## config.mk

```make
export PLATFORM = sky130hd
export DESIGN_NAME = fp_divider
export DESIGN_NICKNAME = d
export VERILOG_FILES = /design/src/rtl/fp_divider.sv
export SDC_FILE = /design/constraint.sdc
export NUM_CORES = 1
export LEC_CHECK = 0
export BUFFER_PORTS_ARGS = -buffer_cell sky130_fd_sc_hd__buf_2
export CELL_PAD_IN_SITES_DETAIL_PLACEMENT = 1
export CELL_PAD_IN_SITES_GLOBAL_PLACEMENT = 2
export CORE_MARGIN = 2
export CORE_UTILIZATION = 39
export DETAILED_ROUTE_END_ITERATION = 8
export PLACE_DENSITY_LB_ADDON = 0.1
export REMOVE_ABC_BUFFERS = 1
export SLEW_MARGIN = 20
export SYNTH_ARGS = -nofsm -noshare
export SYNTH_HDL_FRONTEND = slang
export SYNTH_SLANG_ARGS = --single-unit
```

## constraint.sdc

```tcl
create_clock -name clk -period 6.9 [get_ports clk]
set_input_delay 1.035 -clock clk [delete_from_list [all_inputs] [get_ports clk]]
set_output_delay 1.035 -clock clk [all_outputs]
set_load 0.005 [all_outputs]
```

## src/rtl/fp_divider.sv

```systemverilog
// Single-precision floating-point divider.
// Uses a restoring mantissa divide that produces one quotient bit per cycle.
// Rounding is by truncation. Special operands are resolved when the request is accepted.
module fp_divider (
  input  logic        clk,
  input  logic        rst,
  input  logic [31:0] A,
  input  logic [31:0] B,
  input  logic        in_valid,
  output logic        in_ready,
  output logic [31:0] out,
  output logic        out_valid,
  input  logic        out_ready,
  output logic        busy
);

  typedef enum logic [2:0] {IDLE, PRENORM, DIVIDE, NORMALISE, DONE} state_t;

  state_t             state_q, state_d;
  logic [23:0]        mantA_q, mantA_d;
  logic [23:0]        mantB_q, mantB_d;
  logic signed [9:0]  exp_q, exp_d;
  logic [24:0]        rem_q, rem_d;
  logic [24:0]        quot_q, quot_d;
  logic [4:0]         cnt_q, cnt_d;
  logic               sign_q, sign_d;
  logic [31:0]        out_q, out_d;

  // Unpack the input operands. A zero exponent field is treated as exponent 1 with no hidden bit.
  logic               hidA, hidB;
  logic signed [9:0]  expA, expB, expWork;
  logic               aExpMax, bExpMax, aZero, bZero;
  assign hidA    = |A[30:23];
  assign hidB    = |B[30:23];
  assign expA    = hidA ? {2'b00, A[30:23]} : 10'sd1;
  assign expB    = hidB ? {2'b00, B[30:23]} : 10'sd1;
  assign expWork = expA - expB + 10'sd127;
  assign aExpMax = &A[30:23];
  assign bExpMax = &B[30:23];
  assign aZero   = ~|A[30:0];
  assign bZero   = ~|B[30:0];

  // One pre-normalisation step. A dividend shift lowers the quotient exponent.
  // A divisor shift raises it.
  logic [23:0]        preA, preB;
  logic signed [9:0]  preExp;
  assign preA   = mantA_q[23] ? mantA_q : {mantA_q[22:0], 1'b0};
  assign preB   = mantB_q[23] ? mantB_q : {mantB_q[22:0], 1'b0};
  assign preExp = exp_q - {9'd0, ~mantA_q[23]} + {9'd0, ~mantB_q[23]};

  // One restoring-division step.
  logic               divGe;
  logic [24:0]        divDiff;
  assign divGe   = rem_q >= {1'b0, mantB_q};
  assign divDiff = divGe ? (rem_q - {1'b0, mantB_q}) : rem_q;

  // Quotient normalisation. The quotient lies in [0.5, 2), so at most one bit position needs correcting.
  logic signed [9:0]  normExp;
  logic [22:0]        normMant;
  assign normExp  = quot_q[24] ? exp_q : (exp_q - 10'sd1);
  assign normMant = quot_q[24] ? quot_q[23:1] : quot_q[22:0];

  // Register all state. Reset is synchronous and takes priority over every handshake.
  always_ff @(posedge clk) begin
    if (rst) begin
      state_q <= IDLE;
      mantA_q <= '0;
      mantB_q <= '0;
      exp_q   <= '0;
      rem_q   <= '0;
      quot_q  <= '0;
      cnt_q   <= '0;
      sign_q  <= 1'b0;
      out_q   <= '0;
    end else begin
      state_q <= state_d;
      mantA_q <= mantA_d;
      mantB_q <= mantB_d;
      exp_q   <= exp_d;
      rem_q   <= rem_d;
      quot_q  <= quot_d;
      cnt_q   <= cnt_d;
      sign_q  <= sign_d;
      out_q   <= out_d;
    end
  end

  // Compute the next state and datapath values for each FSM phase.
  always_comb begin
    state_d = state_q;
    mantA_d = mantA_q;
    mantB_d = mantB_q;
    exp_d   = exp_q;
    rem_d   = rem_q;
    quot_d  = quot_q;
    cnt_d   = cnt_q;
    sign_d  = sign_q;
    out_d   = out_q;
    case (state_q)
      IDLE: begin
        if (in_valid) begin
          sign_d  = A[31] ^ B[31];
          mantA_d = {hidA, A[22:0]};
          mantB_d = {hidB, B[22:0]};
          exp_d   = expWork;
          rem_d   = {1'b0, hidA, A[22:0]};
          quot_d  = '0;
          cnt_d   = '0;
          if (aExpMax || bExpMax || (aZero && bZero)) begin
            out_d   = 32'h7FC0_0000;
            state_d = DONE;
          end else if (bZero) begin
            out_d   = {A[31] ^ B[31], 8'hFF, 23'd0};
            state_d = DONE;
          end else if (aZero) begin
            out_d   = {A[31] ^ B[31], 31'd0};
            state_d = DONE;
          end else if (hidA && hidB) begin
            state_d = DIVIDE;
          end else begin
            state_d = PRENORM;
          end
        end
      end
      PRENORM: begin
        mantA_d = preA;
        mantB_d = preB;
        exp_d   = preExp;
        rem_d   = {1'b0, preA};
        if (preA[23] && preB[23]) begin
          state_d = DIVIDE;
        end
      end
      DIVIDE: begin
        quot_d = {quot_q[23:0], divGe};
        rem_d  = {divDiff[23:0], 1'b0};
        cnt_d  = cnt_q + 5'd1;
        if (cnt_q == 5'd24) begin
          state_d = NORMALISE;
        end
      end
      NORMALISE: begin
        if (normExp >= 10'sd255) begin
          out_d = {sign_q, 8'hFF, 23'd0};
        end else if (normExp <= 10'sd0) begin
          out_d = {sign_q, 31'd0};
        end else begin
          out_d = {sign_q, normExp[7:0], normMant};
        end
        state_d = DONE;
      end
      DONE: begin
        if (out_ready) begin
          state_d = IDLE;
        end
      end
      default: state_d = IDLE;
    endcase
  end

  assign in_ready  = (state_q == IDLE);
  assign busy      = (state_q != IDLE);
  assign out_valid = (state_q == DONE);
  assign out       = out_q;

endmodule

```

==> impl_metrics.env, run 1 <==
export IMPL_postSynthCellCount=1248
export IMPL_synth_top_cell_by_area="dfxtp_1"
export IMPL_synthArstFlopShare=0
export IMPL_synth_seq_cells=149
export IMPL_most_common_layout_cells="dfxtp_1, nand2_1, a21oi_1"
export IMPL_gr_usage_met1=0.309
export IMPL_design_core_area_sq_mm=0.0252
export IMPL_status="finished clean"
export IMPL_critical_path_class="input pin to flop"
export IMPL_nFillCells=3090
export IMPL_vias=9303
export IMPL_grt_pass1_vias=9481
export IMPL_area_growth_pct=13.2
export IMPL_ant_nets=0
export IMPL_whs_path_depth=1
export IMPL_ys_flop_type="dfxtp_1"
export IMPL_yosys_area_top_type_share=0.298
export IMPL_reg2reg_depth=10
export IMPL_layout_min_cycle_time_ns=3.66
export IMPL_cts_clk_slew_worst_paths_ns=0.08
export IMPL_grt_use_total=0.232
export IMPL_grt_first_pass_wirelength_mm=50.1
export IMPL_numCtsBuffers=17
export IMPL_setup_viol=0
export IMPL_htreeDepth=4
export IMPL_final_setup_skew_ns=0.0100
export IMPL_start_util=0.398
export IMPL_synth_edff_count=0
export IMPL_grt_most_used_layer="met2"
export IMPL_die_y_um=164
export IMPL_postCtsSetupBuffers=0
export IMPL_hold_path_class="flop to flop"
export IMPL_cts_path_max_buffers=2
export IMPL_r2r_start="mantB_q[20]"
export IMPL_dieArea_sq_mm=0.0270
export IMPL_ff2ff_setup_slack_ns=3.68
export IMPL_drv_slew=0
export IMPL_cts_sinks=149
export IMPL_dp_cells=1613
export IMPL_critPathCaptureType="flop"
export IMPL_period_share=0.530
export IMPL_final_common_cell="dfxtp_1"
export IMPL_cap_violations=0
export IMPL_io_buffer_count=102
export IMPL_ios=103
export IMPL_min_to="out[9]"
export IMPL_ys_top_cells_by_area="dfxtp_1, ha_1, a21oi_1, nand2_1, mux2i_1"
export IMPL_p_per_area_mw_per_mm2=472
export IMPL_drcViolationCount=0
export IMPL_worstHoldStart="out[9]"
export IMPL_antenna_found_initial=1
export IMPL_root_buffer="clkbuf_16"
export IMPL_wirelength_mm=30.4
export IMPL_worstMarginPinSlew_ns=1.10
export IMPL_stdcell_count=1646
export IMPL_yosysSeqAreaShare=0.298
export IMPL_fmax_mhz=274
export IMPL_ys_types=87
export IMPL_avgRoutedWirePerCell_um=18.4
export IMPL_place_ws_ns=2.79
export IMPL_grt_ovfl_total=0
export IMPL_worst_skew_pair_late_latency_ns=0.43
export IMPL_grt_setup_unrepaired="false"
export IMPL_cts_tree="yes"
export IMPL_finalHoldViolCount=0
export IMPL_rows=58
export IMPL_hold_buffers=0
export IMPL_postLayoutSetupSlackWorst_ns=3.24
export IMPL_fin_setup_tns_ns=0
export IMPL_avgSynthCellArea_sq_um=8.03
export IMPL_grt_max_degree=53
export IMPL_cp_required_ns=7.21
export IMPL_post_cts_resized=0
export IMPL_routed_via_density=5.65
export IMPL_crit_arrival_ns=3.96
export IMPL_finish_net_count=1432
export IMPL_worst_ir_drop_vdd_v=0.000234
export IMPL_relSlewSlack=0.269
export IMPL_yosys_warnings=0
export IMPL_gr_usage_met2=0.387
export IMPL_leakage_nw=4.38
export IMPL_firstDrtPassIters=5
export IMPL_die_x_um=164
export IMPL_gr_usage_met3=0.0316
export IMPL_syn_area_sq_mm=0.0100
export IMPL_r2r_end="rem_q[17]"
export IMPL_drive_above_1_share=0.164
export IMPL_gp_congestion=0.828
export IMPL_hpwl_mm=21.7
export IMPL_worstSetupStartpointType="input pin"
export IMPL_drt_initial_drc_count=457
export IMPL_cp_max_fo=6
[worst max-delay path by stage]
stage                from  slack [ns]       end
floorplan           B[23]        3.39  exp_q[8]
global placement    B[27]        2.96  exp_q[9]
detailed placement  B[27]        2.79  exp_q[9]
CTS                 B[27]        3.28  exp_q[9]
global route        B[27]        3.03  exp_q[9]
finish              B[27]        3.24  exp_q[9]
[stage by stage]
stage	hold slack, ns	utilization	total power, W	area, sq um
after detailed placement	0.462	0.426	0.00441	10700
after global placement	0.454	0.426	0.00436	10700
final	0.474	0.451	0.00536	11300
after global routing	0.487	0.451	0.00583	11300
after CTS	0.473	0.451	0.00541	11300
after floorplan	0.438	-	0.00352	9670
[metal layers]
layer  routed length [um]  share of wire
met2                14400           0.47
met1                14500           0.48
met3                  867          0.029
met4                  587          0.019
met5                    0              0
[sequential cells by signal, summed over array words and instances, names as in the netlist]
register  flops
cnt_q         5
out          32
sign_q        1
quot_q       25
mantB_q      24
exp_q        10
state_q       3
rem_q        25
mantA_q      24
[area by class of cell]
| type | count | area [sq um] | share of cell area |
|---|---|---|---|
| clock buffer | 17 | 425 | 0.0375 |
| sequential | 149 | 2980 | 0.263 |
| tap | 330 | 413 | 0.0364 |
| timing repair buffer | 118 | 633 | 0.0558 |
| antenna | 1 | 2.50 | 0.000221 |
| multi-input combinational | 946 | 6440 | 0.568 |
| clock inverter | 15 | 186 | 0.0164 |
| inverter | 70 | 263 | 0.0232 |
[synth_stat cells, types with 5 or more instances]
master and count:
a31oi_1 17, xnor2_1 37, o21bai_1 5, nand4_1 13, a21oi_1 119, mux2_2 13
nand3_1 55, a21o_1 10, nor3_1 31, and3_1 14, nor4_1 14, o21a_1 13
a211o_1 10, a211oi_1 31, nand2_1 126, or3_1 8, and2_1 7, o21ai_0 25
dfxtp_1 149, mux2i_1 47, a311oi_1 8, o2bb2ai_2 20, ha_1 60, nand2b_1 9
a22oi_1 24, buf_1 5, nor2_1 101, o31ai_1 5, inv_1 69, o21ai_1 6
nand3b_1 7, xor2_1 10, clkbuf_1 64, buf_2 8, o22ai_1 12, nor2b_1 8
[report_power, final]
part	internal, W	leakage [nW]	total [W]	switching (W)
clock	0.000492	0.290	0.000969	0.000476
sequential	0.00103	1.22	0.00121	0.000177
combinational	0.00126	2.88	0.00318	0.00191
total	0.00279	4.38	0.00536	0.00257
[logic make-up (layout without fill, tap and decap cells)]
| group | after synthesis | after routing | synth area share |
|---|---|---|---|
| other | 0 | 1 | 0 |
| XOR/XNOR | 49 | 49 | 0.0443 |
| AND/OR/NAND/NOR | 417 | 417 | 0.199 |
| AO/OA/AOI/OAI | 357 | 357 | 0.256 |
| adder cells (fa/ha/maj) | 63 | 63 | 0.0799 |
| flip-flops | 149 | 149 | 0.298 |
| buffers and inverters | 153 | 220 | 0.0613 |
| multiplexers | 60 | 60 | 0.0615 |
[critical path: stages]
cell and delay [ns]:
buf_2 0.11, nor4_1 0.36, nand2_1 0.25, nand2b_1 0.16, ha_1 0.24, nor2b_4 0.07
o21a_4 0.22, o211a_1 0.27, o311ai_1 0.49, a21oi_1 0.15, maj3_1 0.37, a32oi_1 0.15
a31oi_1 0.09
No activity file was read; power rests on OpenSTA's default activity.
==> inputs of run 2 (changes only) <==
ABC_AREA = 1   (was unset)
CORE_UTILIZATION = 30   (was 39)
clock period = 2.96 ns   (was 6.9 ns; I/O delays follow)
==> run 2 against run 1 <==
  * Wire length rose by 25%
  * First-iteration DRC count rose by 2.2%
  * Cell area increased by 6.5%
  * Combinational power rose to 3.3 times the previous value
  * Die area is 36% higher
  * Largest cell class unchanged
  * Sequential share of layout area down 1.6 points
  * Register-to-register slack worse by 3.2 ns
  * Non-clock buffer count up 11
==> impl_metrics.env, run 2 <==
export IMPL_synth_simple_gate_area_frac=0.316
export IMPL_cts_tree="yes"
export IMPL_cap_violations=0
export IMPL_finalHoldViolCount=0
export IMPL_gp_congestion=0.886
export IMPL_status="finished clean"
export IMPL_antennaDiodeCount=0
export IMPL_synthXorXnorAreaFrac=0.0164
export IMPL_dieArea_sq_mm=0.0368
export IMPL_area_growth_pct=14.0
export IMPL_hold_buffers=0
export IMPL_hold_path_class="input pin to flop"
export IMPL_post_cts_resized=0
export IMPL_vias=11100
export IMPL_ys_flop_type="dfxtp_1"
export IMPL_ys_types=50
export IMPL_setup_viol=0
export IMPL_grt_ovfl_total=0
export IMPL_worstSetupStartpointType="flop"
export IMPL_start_util=0.306
export IMPL_avgRoutedWirePerCell_um=17.2
export IMPL_synth_compound_area_frac=0.200
export IMPL_synth_top_cell_by_area="dfxtp_1"
export IMPL_yosysMostFrequentCell="nand2_1"
export IMPL_firstDrtPassIters=5
export IMPL_design_core_area_sq_mm=0.0346
export IMPL_period_share=0.831
export IMPL_ios=103
export IMPL_numCtsBuffers=17
export IMPL_yosys_area_top_type_share=0.281
export IMPL_cp_max_fo=4
export IMPL_p_per_area_mw_per_mm2=1280
export IMPL_path_cells="inv_1, ha_1, inv_1, ha_1, inv_1, fa_1, inv_1, nand3_1, nand2_1, nand2_1, nand2_1, nand2_1, nand2_1, a21oi_1, o21ai_0, nand2_1, a21oi_1, nor2_1"
export IMPL_synth_edff_count=0
export IMPL_synth_top_family_by_area="simple AND/OR/NAND/NOR gates"
export IMPL_die_x_um=192
export IMPL_critical_path_class="flop to flop"
export IMPL_total_power_w=0.0155
export IMPL_routed_via_density=5.05
export IMPL_layout_core_utilization=0.349
export IMPL_synthMuxAreaShare=0.000944
export IMPL_io_buffer_count=102
export IMPL_worst_ir_drop_vdd_v=0.000437
export IMPL_cts_clk_slew_worst_paths_ns=0.07
export IMPL_worstMarginPinSlew_ns=0.948
export IMPL_relSlewSlack=0.368
export IMPL_yosys_warnings=0
export IMPL_drive_above_1_share=0.120
export IMPL_ys_top_cells_by_count="nand2_1, inv_1, a21oi_1"
export IMPL_avgSynthCellArea_sq_um=6.34
export IMPL_grt_first_pass_wirelength_mm=61.7
export IMPL_ant_nets=0
export IMPL_crit_arrival_ns=2.80
export IMPL_postCtsSetupBuffers=0
export IMPL_antenna_found_initial=1
export IMPL_critPathCaptureType="flop"
export IMPL_synthArstFlopShare=0
export IMPL_cts_path_max_buffers=2
export IMPL_slowest_stage="fa_1"
export IMPL_drcViolationCount=0
export IMPL_syn_area_sq_mm=0.0106
export IMPL_cpPeakStageDelay_ns=0.35
export IMPL_final_setup_skew_ns=0.0144
export IMPL_cpMostUsedCell="nand2_1"
export IMPL_yosysSeqAreaShare=0.281
export IMPL_wirelength_mm=38.0
export IMPL_root_buffer="clkbuf_16"
export IMPL_grt_pass1_vias=11200
export IMPL_grt_setup_unrepaired="false"
export IMPL_drt_initial_drc_count=467
export IMPL_fmax_mhz=407
export IMPL_leakage_nw=5.47
export IMPL_cts_sinks=149
export IMPL_cp_required_ns=3.30
export IMPL_drv_slew=0
export IMPL_rows=68
export IMPL_htreeDepth=4
export IMPL_worst_skew_pair_late_latency_ns=0.45
export IMPL_largest_reg_flops=32
export IMPL_ys_top_cells_by_area="dfxtp_1, nand2_1, a21oi_1, inv_1, ha_1"
export IMPL_hpwl_mm=28.8
export IMPL_final_common_cell="nand2_1"
export IMPL_synthAdderAreaFrac=0.0746
export IMPL_die_y_um=192
export IMPL_finish_net_count=1866
export IMPL_grt_use_total=0.213
export IMPL_layout_min_cycle_time_ns=2.46
export IMPL_most_common_layout_cells="nand2_1, inv_1, a21oi_1"
export IMPL_grt_max_degree=68
export IMPL_synth_seq_cells=149
export IMPL_postSynthCellCount=1671
-- run 2: cell types whose count changed in the layout (fill, tap and decap cells not counted), moves of 14 or more --
cell,change
nand3_1,+57
xnor2_1,-25
a211oi_1,+14
mux2i_1,-46
o2bb2ai_2,-20
nand2_1,+303
nor3_1,-19
o21ai_0,+82
a21oi_1,+78
a22oi_1,-24
inv_1,+132
nand4_1,+42
-- run 2: worst max-delay path, delay by kind of cell, from the launching register on --
| kind | cells | cell delay [ns] |
|---|---|---|
| AOI/OAI and AO/OA | 3 | 0.26 |
| adders and majority gates | 3 | 0.87 |
| buffers and inverters | 4 | 0.30 |
| DFF | 1 | 0.33 |
| and+or+nand+nor | 8 | 0.59 |
-- run 2: kinds of logic (layout without fill, tap and decap cells) --
kind of cell | after synthesis | count (layout)
and+or+nand+nor | 761 | 761
muxes | 1 | 1
adders and majority gates | 62 | 62
xor gates and xnor gates | 19 | 19
AOI/OAI and AO/OA | 384 | 384
DFF | 149 | 149
buffers and inverters | 295 | 371
-- run 2: cell type report --
| class | count | area [sq um] |
|---|---|---|
| clock inverters | 12 | 119 |
| repair buffers | 129 | 726 |
| clock buffers | 18 | 439 |
| well taps | 455 | 569 |
| fillers | 4513 | 22500 |
| multi-input cells | 1227 | 6450 |
| flip-flops and latches | 149 | 2980 |
| inverters | 212 | 796 |
-- run 2: metrics by stage --
stage | worst slack (ns) | TNS, ns | hold slack [ns] | instance area, sq um | instances
floorplan | -1.85 | -90.43 | 0.432 | 10200 | 1588
global placement | 0.371 | 0 | 0.452 | 11500 | 2172
detailed placement | 0.227 | 0 | 0.454 | 11500 | 2172
CTS | 0.485 | 0 | 0.272 | 12100 | 2202
global route | 0.208 | 0 | 0.289 | 12100 | 2202
finish | 0.501 | 0 | 0.296 | 12100 | 2202
-- run 2: where the power goes --
group	leakage [nW]	switching (W)	internal, W
registers	1.22	0.000407	0.00255
clock network	0.278	0.00100	0.00119
logic	3.97	0.00707	0.00330
-- run 2: layer usage --
metal	up-vias	GRT usage	wire length [um]
met5	-	0	16
met4	2	0.0464	439
met3	24	0.0303	1000
met2	138	0.347	17000
met1	5322	0.298	19500
li1	5645	-	-
-- run 2: path summary, 6_finish.rpt --
path | startpoint | end | cells past startpoint | slack, ns
min | B[20] | mantB_q[20] | 3 | 0.30
min reg2reg | out[17] | out[17] | 2 | 0.46
max reg2reg | mantA_q[23] | exp_q[6] | 18 | 0.50
max | mantA_q[23] | exp_q[6] | 18 | 0.50
==> inputs of run 3 (changes only) <==
clock period = 2 ns   (was 2.96 ns; I/O delays follow)
==> run 3 against run 2 <==
  * The run now ends with setup timing left
  * First-iteration DRC count grew 6.0%
  * Via count is 11% higher
  * Critical path depth decreased by 1
  * Die area unchanged
  * Global-route usage increased by 2.5 points
  * Wire length is 18% higher
  * Flip-flop and latch count is the same
  * Critical endpoint unchanged
  * Largest power group unchanged
  * Highest routed layer is now met4
==> impl_metrics.env, run 3 (synthesis gave the netlist of run 2 again) <==
export IMPL_design_core_area_sq_mm=0.0346
export IMPL_avgRoutedWirePerCell_um=18.3
export IMPL_p_per_area_mw_per_mm2=2120
export IMPL_numCtsBuffers=17
export IMPL_multi_input_area_sq_mm=0.00784
export IMPL_path_cells="ha_4, inv_4, ha_4, inv_2, fa_2, inv_2, nand3_2, nand2_2, nand2_2, nand2_1, nand2_1, nand2_1, a21oi_1, o21ai_1, nand2_1, a21oi_2, nor2_1"
export IMPL_drv_slew=0
export IMPL_cpMostUsedCell="nand2_1"
export IMPL_power_switching_w=0.0169
export IMPL_clkPwrFrac=0.105
export IMPL_ios=103
export IMPL_cpPeakStageDelay_ns=0.36
export IMPL_die_y_um=192
export IMPL_drcViolationCount=0
export IMPL_nFillCells=4345
export IMPL_cts_path_max_buffers=2
export IMPL_grt_setup_unrepaired="true"
export IMPL_critPathCaptureType="flop"
export IMPL_most_common_layout_cells="nand2_1, buf_4, inv_1"
export IMPL_gr_usage_met2=0.388
export IMPL_cts_sinks=149
export IMPL_grt_pass1_vias=12700
export IMPL_root_buffer="clkbuf_16"
export IMPL_gp_congestion=0.926
export IMPL_largest_reg_flops=32
export IMPL_grt_ovfl_total=0
export IMPL_routed_via_density=5.04
export IMPL_antenna_found_initial=0
export IMPL_final_common_cell="nand2_1"
export IMPL_failed_checks="setup timing"
export IMPL_hold_buffers=0
export IMPL_worstSetupStartpointType="flop"
export IMPL_hpwl_mm=31.1
export IMPL_leakage_nw=6.96
export IMPL_io_buffer_count=102
export IMPL_layout_min_cycle_time_ns=2.10
export IMPL_postLayoutSetupSlackWorst_ns=-0.0994
export IMPL_fmax_mhz=476
export IMPL_p_int_w=0.0165
export IMPL_critPathTopFamily="adder cells"
export IMPL_slowest_stage="dfxtp_4"
export IMPL_layout_core_utilization=0.455
export IMPL_finalHoldViolCount=0
export IMPL_grt_use_total=0.239
export IMPL_firstDrtPassIters=5
export IMPL_final_seq_area_sq_mm=0.00301
export IMPL_cp_required_ns=2.35
export IMPL_cts_clk_slew_worst_paths_ns=0.08
export IMPL_ff2ff_setup_slack_ns=-0.1
export IMPL_drive_above_1_share=0.372
export IMPL_grt_first_pass_wirelength_mm=68.6
export IMPL_swShare=0.507
export IMPL_critical_path_class="flop to flop"
export IMPL_setup_viol=42
export IMPL_gr_usage_met1=0.334
export IMPL_cts_tree="yes"
export IMPL_hold_path_class="input pin to flop"
export IMPL_fin_setup_tns_ns=-1.06
export IMPL_worst_ir_drop_vdd_v=0.000938
export IMPL_power_frac_seq=0.133
export IMPL_vias=12400
export IMPL_worstMarginPinSlew_ns=0.640
export IMPL_cap_violations=0
export IMPL_status="finished with violations"
export IMPL_area_growth_pct=48.6
export IMPL_timing_critical_path_buf_inv=3
export IMPL_relSlewSlack=0.573
export IMPL_place_ws_ns=-0.451
export IMPL_final_setup_skew_ns=0.0130
export IMPL_wirelength_mm=44.9
export IMPL_period_share=1.05
export IMPL_drt_initial_drc_count=495
export IMPL_start_util=0.306
export IMPL_rows=68
export IMPL_grt_max_degree=83
export IMPL_grt_most_used_layer="met2"
export IMPL_htreeDepth=4
export IMPL_power_frac_comb=0.762
export IMPL_antennaDiodeCount=0
export IMPL_gr_usage_met3=0.0259
export IMPL_ant_nets=0
export IMPL_cp_max_fo=3
export IMPL_finish_net_count=2120
export IMPL_worst_skew_pair_late_latency_ns=0.46
export IMPL_crit_arrival_ns=2.45
export IMPL_dieArea_sq_mm=0.0368
export IMPL_die_x_um=192
## run 3: cell count changes in the layout (fill, tap and decap cells not counted), sizes merged
cell	delta
buf	+247
clkinv	+1
and2	+3
inv	+3
clkbuf	+1
bufinv	+1
## run 3: final cells by class
cell class	count	area share
sequential	149	0.191
inverter	212	0.0535
timing repair buffer	378	0.181
timing repair inverter	2	0.00143
clock inverter	15	0.0115
clock buffer	17	0.0270
tap	455	0.0361
multi-input combinational	1230	0.498
## run 3: worst paths after layout
kind | cells after the start | start | to
worst max-delay path | 17 | mantB_q[23] | exp_q[6]
worst min-delay path | 3 | B[1] | mantB_q[1]
worst max register to register | 17 | mantB_q[23] | exp_q[6]
worst min register to register | 2 | out[9] | out[9]
## run 3: routing by layer
metal | wire, um | up-vias | part of all wire
met5 | 0 | - | 0
met1 | 22100 | 6049 | 0.49
met3 | 946 | 31 | 0.021
li1 | - | 6172 | -
met2 | 21200 | 142 | 0.47
met4 | 584 | 0 | 0.013
## run 3: worst reg2reg max path: cells and delay by family (launching register included)
family,cells,cell delay (ns)
compound gates,3,0.25
fa+ha+maj,3,0.68
buf+inv,3,0.17
flops,1,0.36
simple gates,8,0.52
## run 3: through the flow
stage          cells  total power [W]  hold slack, ns  instance area [sq um]
2_1_floorplan   1588           0.0144           0.369                  10200
3_3_place_gp    2372           0.0231           0.452                  13100
3_5_place_dp    2372           0.0234           0.455                  13100
4_1_cts         2435           0.0300           0.120                  14800
5_1_grt         2458           0.0359           0.131                  15800
6_report        2458           0.0334           0.133                  15800
## run 3: what timing repair did
| item | CTS | global route |
|---|---|---|
| pin swaps | 58 | 85 |
| cloned | 6 | 5 |
| buffers inserted | 26 | 21 |
| gates resized for setup | 170 | 220 |
| setup endpoints to repair | 60 | 84 |
## run 3: power groups by stage
stage | clock network [W] | registers (W) | logic (W)
floorplan | 0 | 0.00421 | 0.0102
global placement | 0 | 0.00430 | 0.0188
detailed placement | 0 | 0.00433 | 0.0190
CTS | 0.00358 | 0.00439 | 0.0220
global route | 0.00371 | 0.00454 | 0.0277
finish | 0.00350 | 0.00445 | 0.0254
